## config.mk

```make
export PLATFORM = sky130hd
export DESIGN_NAME = ram_initiator
export DESIGN_NICKNAME = d
export VERILOG_FILES = /design/src/rtl/ram_initiator.sv
export SDC_FILE = /design/constraint.sdc
export NUM_CORES = 1
export LEC_CHECK = 0
export BUFFER_PORTS_ARGS = -buffer_cell sky130_fd_sc_hd__buf_2
export CAP_MARGIN = 25
export CORE_AREA = 2 2 69 71
export DETAILED_ROUTE_END_ITERATION = 6
export DIE_AREA = 0 0 71 73
export HOLD_SLACK_MARGIN = 0.02
export PLACE_DENSITY = 0.5
export SYNTH_ARGS = -nofsm -noshare
export SYNTH_HDL_FRONTEND = slang
export SYNTH_SLANG_ARGS = --single-unit
```

## constraint.sdc

```tcl
create_clock -name clk -period 3.3 [get_ports clk]
set_input_delay 0.33 -clock clk [delete_from_list [all_inputs] [get_ports clk]]
set_output_delay 0.33 -clock clk [all_outputs]
set_load 0.02 [all_outputs]
```

## src/rtl/ram_initiator.sv

```systemverilog
// Request/response front end for a registered single-port RAM, with a
// background sequential scan reader that yields to host traffic.
module ram_initiator #(
  parameter int unsigned ADDR_W   = 5,
  parameter int unsigned DATA_W   = 4,
  parameter int unsigned SCAN_DIV = 8
) (
  input  logic              clk,
  input  logic              reset,
  input  logic              req_valid,
  output logic              req_ready,
  input  logic              req_we,
  input  logic [ADDR_W-1:0] req_addr,
  input  logic [DATA_W-1:0] req_data,
  input  logic              scan_en,
  output logic              rsp_valid,
  output logic [ADDR_W-1:0] rsp_addr,
  output logic [DATA_W-1:0] rsp_data,
  output logic              rsp_scan,
  output logic [ADDR_W-1:0] ram_addr,
  output logic [DATA_W-1:0] ram_din,
  output logic              ram_we,
  input  logic [DATA_W-1:0] ram_dout
);

  localparam int unsigned CntW = (SCAN_DIV > 2) ? $clog2(SCAN_DIV) : 1;
  localparam logic [CntW-1:0] CntMax = CntW'(SCAN_DIV - 1);

  typedef enum logic [1:0] {StIdle, StWrite, StRead, StWait} state_e;

  state_e            state_q, state_d;
  logic [ADDR_W-1:0] addr_q, addr_d;
  logic [DATA_W-1:0] data_q, data_d;
  logic              src_q, src_d;
  logic [ADDR_W-1:0] ptr_q, ptr_d;
  logic [CntW-1:0]   cnt_q, cnt_d;
  logic              pend_q, pend_d;
  logic              rsp_valid_q, rsp_valid_d;
  logic [ADDR_W-1:0] rsp_addr_q, rsp_addr_d;
  logic [DATA_W-1:0] rsp_data_q, rsp_data_d;
  logic              rsp_scan_q, rsp_scan_d;
  logic              accept, scan_issue;

  assign req_ready  = (state_q == StIdle) && reset;
  assign ram_we     = (state_q == StWrite) && reset;
  assign ram_addr   = addr_q;
  assign ram_din    = data_q;
  assign rsp_valid  = rsp_valid_q;
  assign rsp_addr   = rsp_addr_q;
  assign rsp_data   = rsp_data_q;
  assign rsp_scan   = rsp_scan_q;

  assign accept     = req_valid && req_ready;
  // Host traffic always wins; a scan only goes out on an otherwise empty idle cycle.
  assign scan_issue = (state_q == StIdle) && pend_q && !req_valid;

  always_comb begin
    state_d     = state_q;
    addr_d      = addr_q;
    data_d      = data_q;
    src_d       = src_q;
    ptr_d       = ptr_q;
    cnt_d       = cnt_q;
    pend_d      = pend_q;
    rsp_valid_d = 1'b0;
    rsp_addr_d  = rsp_addr_q;
    rsp_data_d  = rsp_data_q;
    rsp_scan_d  = rsp_scan_q;

    unique case (state_q)
      StIdle: begin
        if (accept) begin
          addr_d  = req_addr;
          data_d  = req_data;
          src_d   = 1'b0;
          state_d = req_we ? StWrite : StRead;
        end else if (scan_issue) begin
          addr_d  = ptr_q;
          src_d   = 1'b1;
          ptr_d   = ptr_q + 1'b1;
          state_d = StRead;
        end
      end
      StWrite: state_d = StIdle;
      StRead:  state_d = StWait;
      StWait: begin
        state_d     = StIdle;
        rsp_valid_d = 1'b1;
        rsp_addr_d  = addr_q;
        rsp_data_d  = ram_dout;
        rsp_scan_d  = src_q;
      end
      default: state_d = StIdle;
    endcase

    // A new trigger on the issuing edge re-arms pending rather than being lost.
    if (!scan_en) begin
      cnt_d  = '0;
      pend_d = 1'b0;
    end else begin
      if (scan_issue) pend_d = 1'b0;
      if (cnt_q == CntMax) begin
        cnt_d  = '0;
        pend_d = 1'b1;
      end else begin
        cnt_d = cnt_q + 1'b1;
      end
    end
  end

  always_ff @(posedge clk) begin
    if (!reset) begin
      state_q     <= StIdle;
      addr_q      <= '0;
      data_q      <= '0;
      src_q       <= 1'b0;
      ptr_q       <= '0;
      cnt_q       <= '0;
      pend_q      <= 1'b0;
      rsp_valid_q <= 1'b0;
      rsp_addr_q  <= '0;
      rsp_data_q  <= '0;
      rsp_scan_q  <= 1'b0;
    end else begin
      state_q     <= state_d;
      addr_q      <= addr_d;
      data_q      <= data_d;
      src_q       <= src_d;
      ptr_q       <= ptr_d;
      cnt_q       <= cnt_d;
      pend_q      <= pend_d;
      rsp_valid_q <= rsp_valid_d;
      rsp_addr_q  <= rsp_addr_d;
      rsp_data_q  <= rsp_data_d;
      rsp_scan_q  <= rsp_scan_d;
    end
  end

endmodule

```

Yosys cells after proc, flatten, opt, wreduce, memory -nomap -nowiden:

Index checks and enable logic that the tools add are counted.
Widths: inputs -> output; s select.

* bits in registers: 32
* latch bits: 0
* bits in writable memories: 0
* memory bits (read-only): 0
* input bits: 18
* memories kept: 0

* $add $sub $neg: 2
* multiply operators: 0
* divide/modulo/power cells: 0
* magnitude comparators: 0
* eq/ne operators: 5
* shifts and indexed selects: 0
* mux-type cells: 11
* bitwise operators: 3
* reductions and logical operators: 15

Operator list (number)
* $mux 5: 2
* $mux 2: 3
* $pmux 2 s3: 1
* $reduce_and 2->1: 3
* $add 5x1->5 const B: 1
* $logic_and 1x1->1: 5
* $mux 1: 5
* $eq 2x2->1 const B: 2
* $reduce_bool 2->1: 2
* $add 3x1->3 const B: 1
* $eq 3x3->1 const B: 1
* $ne 3x3->1 const B: 1
* $not 1->1: 3
* $reduce_and 3->1: 1
* $reduce_or 3->1: 1
* $eq 2x1->1 const B: 1
* $logic_not 2->1: 1
* $reduce_or 2->1: 1
* $logic_not 1->1: 1

Depth between registers and ports, before layout:

Gate-level depths: netlist of run 1.

* depth in word-level cells: 6
* depth in mapped cells: 5
* gate-level depth less buffers: 4

Worst setup path after synthesis of run 1:

No wires, ideal clock.

* path type: input to output
* start point: in reset
* end point: out req_ready
* arrival time: 1113 ps
* path slack: 1857 ps
* stages on the path: 2
* buffers on the path: 1
* path through: clkbuf_1 nor3b_1

* word-level cells in the longest chain between the ends: 1

Ends and longest elaborated chain
* from (decl): RTL line 9 `input logic reset,`
* $logic_and 1x1->1: RTL line 44 `assign req_ready = (state_q == StIdle) && reset;`
* to (decl): RTL line 11 `output logic req_ready,`

Every way passes these cells.

Worst setup path in the final report of run 1:

* start point: reg state_q[1]
* end point: out ram_we

* word-level cells in the longest chain between the ends: 2

Ends and longest elaborated chain
* from (decl): RTL line 31 `state_e state_q, state_d;`
* from (signal assigned): RTL line 113 `state_q <= StIdle;`
* from (signal assigned): RTL line 125 `state_q <= state_d;`
* $eq 2x1->1: RTL line 45 `assign ram_we = (state_q == StWrite) && reset;`
* $logic_and 1x1->1: RTL line 45
* to (decl): RTL line 22 `output logic ram_we,`

Every way passes these cells.

==> metrics.txt, run 1 <==
# TYPE chip_impl_metric gauge
chip_impl_metric{name="drt-wirelength-per-cell",unit="um"} 11.7
chip_impl_metric{name="clk_latency",unit="ns"} 0.28
chip_impl_metric{name="post-layout-total-power",unit="uW"} 902
chip_impl_metric{name="timing.final.hold_violations",unit=""} 0
chip_impl_info{name="postSynth.topFlopCell",value="dfxtp_1"} 1
chip_impl_info{name="worstSetupStartpointType",value="flop"} 1
chip_impl_metric{name="critical_path.max_stage_delay",unit="ns"} 0.52
chip_impl_metric{name="synth.net_count",unit=""} 162
chip_impl_metric{name="met1_length",unit="um"} 1210
chip_impl_metric{name="cp.depth",unit=""} 3
chip_impl_metric{name="critPathMaxFanout",unit=""} 9
chip_impl_info{name="synth.most_common_cell",value="nand2_1"} 1
chip_impl_metric{name="r2r.worst_path.cells",unit=""} 3
chip_impl_metric{name="top_level_ports",unit=""} 40
chip_impl_metric{name="gate_count_of_the_mapped_netlist",unit=""} 141
chip_impl_metric{name="route.vias.total",unit=""} 1059
chip_impl_metric{name="cts_resized",unit=""} 0
chip_impl_metric{name="pwr_density_cell",unit="nW/um2"} 552
chip_impl_metric{name="timing.critical_path.arrival",unit="ns"} 1.23
chip_impl_metric{name="fmax",unit="MHz"} 641
chip_impl_metric{name="fin_crit",unit="ns"} 1.56
chip_impl_info{name="critical_path.slowest_cell",value="dfxtp_1"} 1
chip_impl_metric{name="p_leak",unit="nW"} 0.724
chip_impl_metric{name="synth_top_cell_area_share",unit="%"} 49.5
chip_impl_metric{name="detail_route.first_pass.iterations",unit=""} 4
chip_impl_metric{name="share_of_flip_flops_with_an_asynchronous_set_or_reset",unit="%"} 0
chip_impl_info{name="r2r_end",value="ptr_q[0]"} 1
chip_impl_metric{name="max-vdd-ir-drop",unit="mV"} 0.234
chip_impl_metric{name="pin_count_of_the_biggest_net_entering_global_routing",unit=""} 34
chip_impl_info{name="tritoncts",value="done"} 1
chip_impl_metric{name="coreArea",unit="um2"} 4540
chip_impl_metric{name="final_core_utilization",unit="%"} 36.0
chip_impl_info{name="unrepaired_setup_endpoints_after_global_routing",value="no"} 1
chip_impl_metric{name="share_of_final_layout_standard_cells_stronger_than_drive_strength_1",unit="%"} 28.3
chip_impl_metric{name="max_slew.worst_pin.slew",unit="ns"} 0.545
chip_impl_metric{name="dp.final_hpwl",unit="um"} 1960
chip_impl_info{name="timing_worst_setup_path_type",value="reg -> out"} 1
chip_impl_info{name="cts_root_buffer",value="clkbuf_8"} 1
chip_impl_metric{name="grt_first_pass_wirelength",unit="um"} 4520
chip_impl_metric{name="report.final.setup_viol",unit=""} 0
chip_impl_metric{name="core.rowCount",unit=""} 25
chip_impl_metric{name="initial_drt_markers",unit=""} 18
chip_impl_metric{name="routed_length_on_met2",unit="um"} 1310
chip_impl_metric{name="worst_setup_hold_path_clk_slew",unit="ns"} 0.07
chip_impl_info{name="hold_crit_start",value="ram_dout[3]"} 1
chip_impl_metric{name="area.sequential",unit="um2"} 641
chip_impl_metric{name="vias_per_cell",unit=""} 4.53
chip_impl_info{name="netlist.top_cell.by_area",value="dfxtp_1"} 1
chip_impl_metric{name="worst_reg_to_reg_setup_slack",unit="ns"} 1.85
chip_impl_metric{name="syn_area",unit="um2"} 1290
chip_impl_info{name="hold_class",value="in -> reg"} 1
chip_impl_info{name="highest_layer",value="met4"} 1
chip_impl_metric{name="hold_depth",unit=""} 3
chip_impl_info{name="post_synth_main_area_contributors",value="dfxtp_1 (49%), nand2_1 (11%), a21boi_0 (8.7%)"} 1
chip_impl_metric{name="area_of_the_multi_input_gates",unit="um2"} 601
chip_impl_metric{name="grtUsageTotal",unit="%"} 11.3
chip_impl_metric{name="die_outline_width",unit="um"} 71
chip_impl_metric{name="start_util",unit="%"} 28.6
chip_impl_info{name="worstSetupEndpointType",value="primary output"} 1
chip_impl_metric{name="post_cts_repair_timing_setup_buffer_count",unit=""} 0
chip_impl_metric{name="drt_drc_violations_left",unit=""} 0
chip_impl_metric{name="cell_variety_after_synth",unit=""} 26
chip_impl_metric{name="timing.clock.skew",unit="ns"} 0.00697
chip_impl_info{name="whs_endpoint",value="rsp_data[3]"} 1
chip_impl_metric{name="dieArea",unit="um2"} 5180
chip_impl_metric{name="fin_nets",unit=""} 200
chip_impl_metric{name="ant_nets",unit=""} 0
chip_impl_metric{name="syn_avg_cell_area",unit="um2"} 9.18
chip_impl_metric{name="worst-path-buf-inv",unit=""} 2
chip_impl_metric{name="overflow_left_after_global_routing",unit=""} 0
chip_impl_metric{name="flow.area_growth_from_synthesis",unit="%"} 26.2
chip_impl_metric{name="relSlewSlack",unit="%"} 63.5
chip_impl_metric{name="numClockSinks",unit=""} 32
chip_impl_metric{name="finalWeightedCongestion",unit=""} 0.697
chip_impl_info{name="synthTopCellsByCount",value="nand2_1 (37), dfxtp_1 (32), a21boi_0 (15)"} 1
chip_impl_metric{name="worst-endpoint-required",unit="ns"} 2.97
chip_impl_metric{name="placed_instances",unit=""} 226
chip_impl_info{name="timing.critical_path.cells",value="inv_1, and3_1, buf_2"} 1
chip_impl_metric{name="vias_in_the_first_global_route",unit=""} 987
chip_impl_metric{name="io_buf_count",unit=""} 39
chip_impl_metric{name="drv_cap",unit=""} 0
chip_impl_metric{name="cts.path.max_buffers",unit=""} 2
chip_impl_metric{name="final_cell_count_no_fill",unit=""} 234
chip_impl_metric{name="antenna_found_initial",unit=""} 0
chip_impl_metric{name="wl",unit="um"} 2740
chip_impl_info{name="critical_path.top_delay_family",value="flip-flops"} 1
chip_impl_metric{name="final.period_utilization",unit="%"} 47.3
chip_impl_metric{name="synth_edf_count",unit=""} 0
chip_impl_metric{name="number_of_h_tree_branching_levels",unit=""} 2
chip_impl_metric{name="synthesis.yosys.warnings",unit=""} 0
chip_impl_metric{name="cts_hold_buffers",unit=""} 0
chip_impl_info{name="reg2reg_launch_point",value="state_q[1]"} 1
chip_impl_metric{name="seq_area_frac_synth",unit="%"} 49.5
chip_impl_metric{name="floorplan.die.height",unit="um"} 73
chip_impl_metric{name="number_of_pins_exceeding_their_max_slew_limit_in_the_final_report",unit=""} 0
chip_impl_metric{name="routed-wl-met3",unit="um"} 168
chip_impl_metric{name="fillCellCount",unit=""} 472
chip_impl_info{name="run_status",value="complete, no violations"} 1
chip_impl_metric{name="synth.ff_latch_count",unit=""} 32
chip_impl_metric{name="number_of_buffers_inserted_during_clock_tree_synthesis",unit=""} 5
chip_impl_metric{name="setup_tns",unit="ns"} 0
chip_impl_metric{name="diodes_inserted",unit=""} 0
==> cells in the final DEF, fill, tap and decap left out <==
cell type	instances
o221ai_1	5
dfxtp_1	32
nor2b_1	1
nand2_1	37
clkbuf_8	7
nor3_1	6
and2_1	4
buf_2	39
a21oi_1	4
or4b_4	1
or3b_2	1
ha_1	3
nor2_1	7
nor4b_4	1
a21boi_0	15
o21ai_0	1
xnor2_1	1
nand4_1	2
bufinv_16	1
nor3b_1	1
nor3b_2	1
nand2b_1	4
mux2i_1	3
inv_1	1
and3_1	2
==> worst min-delay path: stages <==
cell and delay (ns):
buf_2 0.09, nand2_1 0.04, a21boi_0 0.06
==> layer usage <==
layer  up-vias  track usage [%]
met5         -                0
met4         0             5.66
met2        25             19.0
met1       476             12.3
met3         6             4.42
li1        552                -
==> layout make-up <==
cell class                      instances  area share [%]
Multi-Input combinational cell        100            36.8
Inverter                                1           0.230
Tap cell                               54            4.13
Clock inverter                          1            1.84
Clock buffer                            7            5.90
Timing Repair Buffer                   39            11.9
Sequential cell                        32            39.2
==> report_power, final <==
group / leakage [nW] / switching, mW / total, mW / internal (mW)
Combinational: 0.399 / 0.0482 / 0.0806 / 0.0324
Sequential: 0.260 / 0.0131 / 0.414 / 0.401
Clock: 0.0645 / 0.141 / 0.408 / 0.266
Total: 0.724 / 0.203 / 0.902 / 0.699
==> cell families (layout without fill, tap and decap cells) <==
group           count (synthesis)  count (layout)  synth area share [%]
compound gates                 25              25                  14.0
xor+xnor                        1               1                 0.676
fa+ha+maj                       3               3                  2.90
buf+inv                         9              48                  4.15
flops                          32              32                  49.5
mux                             3               3                  2.32
simple gates                   68              68                  26.5
==> sequential cells by signal, indices dropped and copies added (netlist names) <==
register,cells
cnt_q,3
pend_q,1
ptr_q,5
ram_addr,5
ram_din,4
rsp_addr,5
rsp_data,4
rsp_scan,1
rsp_valid,1
src_q,1
state_q,2
==> worst max-delay path by stage <==
| stage | to | startpoint | slack, ns |
|---|---|---|---|
| 3_5_place_dp | req_ready | reset | 1.77 |
| 6_report | ram_we | state_q[1] | 1.74 |
| 5_1_grt | ram_we | state_q[1] | 1.66 |
| 2_1_floorplan | req_ready | reset | 1.86 |
| 3_3_place_gp | req_ready | reset | 1.80 |
| 4_1_cts | ram_we | state_q[1] | 1.73 |
==> through the flow <==
| step | worst slack, ns | hold slack (ns) | cell area (um2) |
|---|---|---|---|
| after floorplan | 1.86 | 0.404 | 1290 |
| after global placement | 1.80 | 0.414 | 1510 |
| after detailed placement | 1.77 | 0.433 | 1510 |
| after CTS | 1.73 | 0.283 | 1630 |
| after global routing | 1.66 | 0.301 | 1630 |
| final | 1.74 | 0.291 | 1630 |
(Power assumes the default switching activity.)
==> run 2, diff against run 1 <==
==> constraint.sdc (replaced) <==
create_clock -name clk -period 1.5 [get_ports clk]
set_input_delay 0.15 -clock clk [delete_from_list [all_inputs] [get_ports clk]]
set_output_delay 0.15 -clock clk [all_outputs]
set_load 0.02 [all_outputs]
==> run 2 against run 1 <==
Power up 97%. Setup slack worse by 1.6 ns. Clock skew down 0.0013 ns. Clock-buffer cell count down 1. Combinational power up 140%. Register-to-register slack worse by 1.7 ns. Routed wire length up 1.2%. Worst hold slack worse by 0.18 ns. Final area up 0.23%. First-iteration DRC count up 78%.
==> metrics.txt, run 2 (same netlist as run 1, synthesis figures left out) <==
# TYPE chip_impl_metric gauge
chip_impl_info{name="run_status",value="complete, no violations"} 1
chip_impl_metric{name="io_buf_count",unit=""} 39
chip_impl_metric{name="power.share.combinational",unit="%"} 11.0
chip_impl_metric{name="cellInternalPower",unit="mW"} 1.33
chip_impl_metric{name="core.rowCount",unit=""} 25
chip_impl_metric{name="relSlewSlack",unit="%"} 76.0
chip_impl_metric{name="net-switching-power",unit="uW"} 446
chip_impl_metric{name="dieArea",unit="um2"} 5180
chip_impl_metric{name="clk_latency",unit="ns"} 0.28
chip_impl_metric{name="placedInstanceArea",unit="um2"} 1550
chip_impl_metric{name="fin_crit",unit="ns"} 1.39
chip_impl_metric{name="coreArea",unit="um2"} 4540
chip_impl_metric{name="route.vias.total",unit=""} 1091
chip_impl_metric{name="cts_hold_buffers",unit=""} 0
chip_impl_metric{name="fin_hold_ws",unit="ns"} 0.111
chip_impl_metric{name="pin_count_of_the_biggest_net_entering_global_routing",unit=""} 22
chip_impl_metric{name="report.final.setup_viol",unit=""} 0
chip_impl_metric{name="max_slew.worst_pin.slew",unit="ns"} 0.360
chip_impl_metric{name="cts.path.max_buffers",unit=""} 2
chip_impl_metric{name="overflow_left_after_global_routing",unit=""} 0
chip_impl_info{name="worstSetupStartpointType",value="flop"} 1
chip_impl_metric{name="grt_first_pass_wirelength",unit="um"} 4540
chip_impl_info{name="unrepaired_setup_endpoints_after_global_routing",value="no"} 1
chip_impl_metric{name="netSwitchingFraction",unit="%"} 25.1
chip_impl_metric{name="fin_nets",unit=""} 205
chip_impl_metric{name="grtUsageTotal",unit="%"} 11.6
chip_impl_metric{name="antenna_found_initial",unit=""} 0
chip_impl_metric{name="initial_drt_markers",unit=""} 32
chip_impl_metric{name="worst_setup_hold_path_clk_slew",unit="ns"} 0.07
chip_impl_metric{name="number_of_pins_exceeding_their_max_slew_limit_in_the_final_report",unit=""} 0
chip_impl_metric{name="wl",unit="um"} 2780
chip_impl_metric{name="critPathMaxFanout",unit=""} 8
chip_impl_metric{name="area_of_the_multi_input_gates",unit="um2"} 601
chip_impl_metric{name="die_outline_width",unit="um"} 71
chip_impl_metric{name="layout.cell_area.non_filler",unit="um2"} 1640
chip_impl_metric{name="pwr-share-clk",unit="%"} 37.9
chip_impl_metric{name="pwr_density_cell",unit="nW/um2"} 1080
chip_impl_info{name="worstSetupEndpointType",value="flop"} 1
chip_impl_metric{name="number_of_buffers_inserted_during_clock_tree_synthesis",unit=""} 5
chip_impl_metric{name="finalWeightedCongestion",unit=""} 0.782
chip_impl_info{name="hold_class",value="in -> reg"} 1
chip_impl_metric{name="fillCellCount",unit=""} 481
chip_impl_metric{name="post-layout-total-power",unit="mW"} 1.77
chip_impl_metric{name="top_level_ports",unit=""} 40
chip_impl_metric{name="ant_nets",unit=""} 0
chip_impl_info{name="cts_root_buffer",value="clkbuf_8"} 1
chip_impl_metric{name="drt_drc_violations_left",unit=""} 0
chip_impl_info{name="layout_common_cells",value="buf_2 (39), nand2_1 (37), dfxtp_1 (32)"} 1
chip_impl_metric{name="timing.critical_path.arrival",unit="ns"} 1.57
chip_impl_metric{name="post_cts_repair_timing_setup_buffer_count",unit=""} 0
chip_impl_metric{name="flow.area_growth_from_synthesis",unit="%"} 26.5
chip_impl_metric{name="vias_per_cell",unit=""} 4.56
chip_impl_metric{name="final.period_utilization",unit="%"} 92.9
chip_impl_metric{name="vias_in_the_first_global_route",unit=""} 958
chip_impl_metric{name="max-vdd-ir-drop",unit="mV"} 0.494
chip_impl_metric{name="timing.final.hold_violations",unit=""} 0
chip_impl_metric{name="area.sequential",unit="um2"} 641
chip_impl_info{name="tritoncts",value="done"} 1
chip_impl_metric{name="drv_cap",unit=""} 0
chip_impl_info{name="layout.cells.most_common",value="buf_2"} 1
chip_impl_metric{name="p_leak",unit="nW"} 0.736
chip_impl_metric{name="numClockSinks",unit=""} 32
chip_impl_metric{name="cts_resized",unit=""} 0
chip_impl_metric{name="setup_tns",unit="ns"} 0
chip_impl_metric{name="worst_reg_to_reg_setup_slack",unit="ns"} 0.11
chip_impl_metric{name="detail_route.first_pass.iterations",unit=""} 4
chip_impl_metric{name="seq_power_share",unit="%"} 51.1
chip_impl_metric{name="timing.clock.skew",unit="ns"} 0.00563
chip_impl_metric{name="diodes_inserted",unit=""} 0
chip_impl_metric{name="start_util",unit="%"} 28.6
chip_impl_info{name="timing_worst_setup_path_type",value="reg -> reg"} 1
chip_impl_metric{name="fmax",unit="MHz"} 718
chip_impl_metric{name="floorplan.die.height",unit="um"} 73
chip_impl_metric{name="number_of_h_tree_branching_levels",unit=""} 2
chip_impl_metric{name="drt-wirelength-per-cell",unit="um"} 11.6
chip_impl_metric{name="share_of_final_layout_standard_cells_stronger_than_drive_strength_1",unit="%"} 30.3
chip_impl_metric{name="worst-endpoint-required",unit="ns"} 1.67
run 2: cell count changes in the layout (fill, tap and decap cells not counted), sizes merged:
cell / change
buf: +5
clkinv: +2
bufinv: -1
clkbuf: -1
run 2: final timing paths:
path / start / to / cells past startpoint
worst max-delay path: state_q[1] / ram_addr[3] / 3
worst min-delay path: ram_dout[3] / rsp_data[3] / 3
worst max register to register: state_q[1] / ram_addr[3] / 3
worst min register to register: cnt_q[0] / cnt_q[0] / 1
run 2: metal layers:
metal	vias to the layer above	part of all wire, %	track usage (%)
met5	-	0	0
li1	564	-	-
met2	23	46	17.5
met4	0	2.0	5.03
met1	497	46	13.8
met3	7	6.1	5.80
run 2: power by group through the flow:
stage	logic [mW]	clock network [mW]	registers [mW]
2_1_floorplan	0.0999	0	0.946
5_1_grt	0.216	0.746	0.911
3_3_place_gp	0.195	0	0.923
4_1_cts	0.199	0.697	0.906
6_report	0.195	0.673	0.906
3_5_place_dp	0.198	0	0.926
run 2: area by class of cell:
type	instances	area share, %
multi-input cells	100	36.7
inverters	1	0.229
flip-flops and latches	32	39.1
clock buffers	6	5.04
repair buffers	44	14.2
clock inverters	2	0.611
well taps	54	4.13
run 2: critical path, cell delays in order, from the launching register on:
cell	delay [ns]
dfxtp_1	0.36
or4b_4	0.63
o221ai_1	0.23
nor2_1	0.07
run 2: per-stage QoR:
| step | worst slack, ns | utilization (%) | instances |
|---|---|---|---|
| finish | 0.107 | 36.1 | 239 |
| global placement | 0.150 | 34.1 | 231 |
| CTS | 0.0972 | 36.1 | 239 |
| detailed placement | 0.107 | 34.1 | 231 |
| floorplan | 0.0637 | - | 141 |
| global route | 0.0252 | 36.1 | 239 |
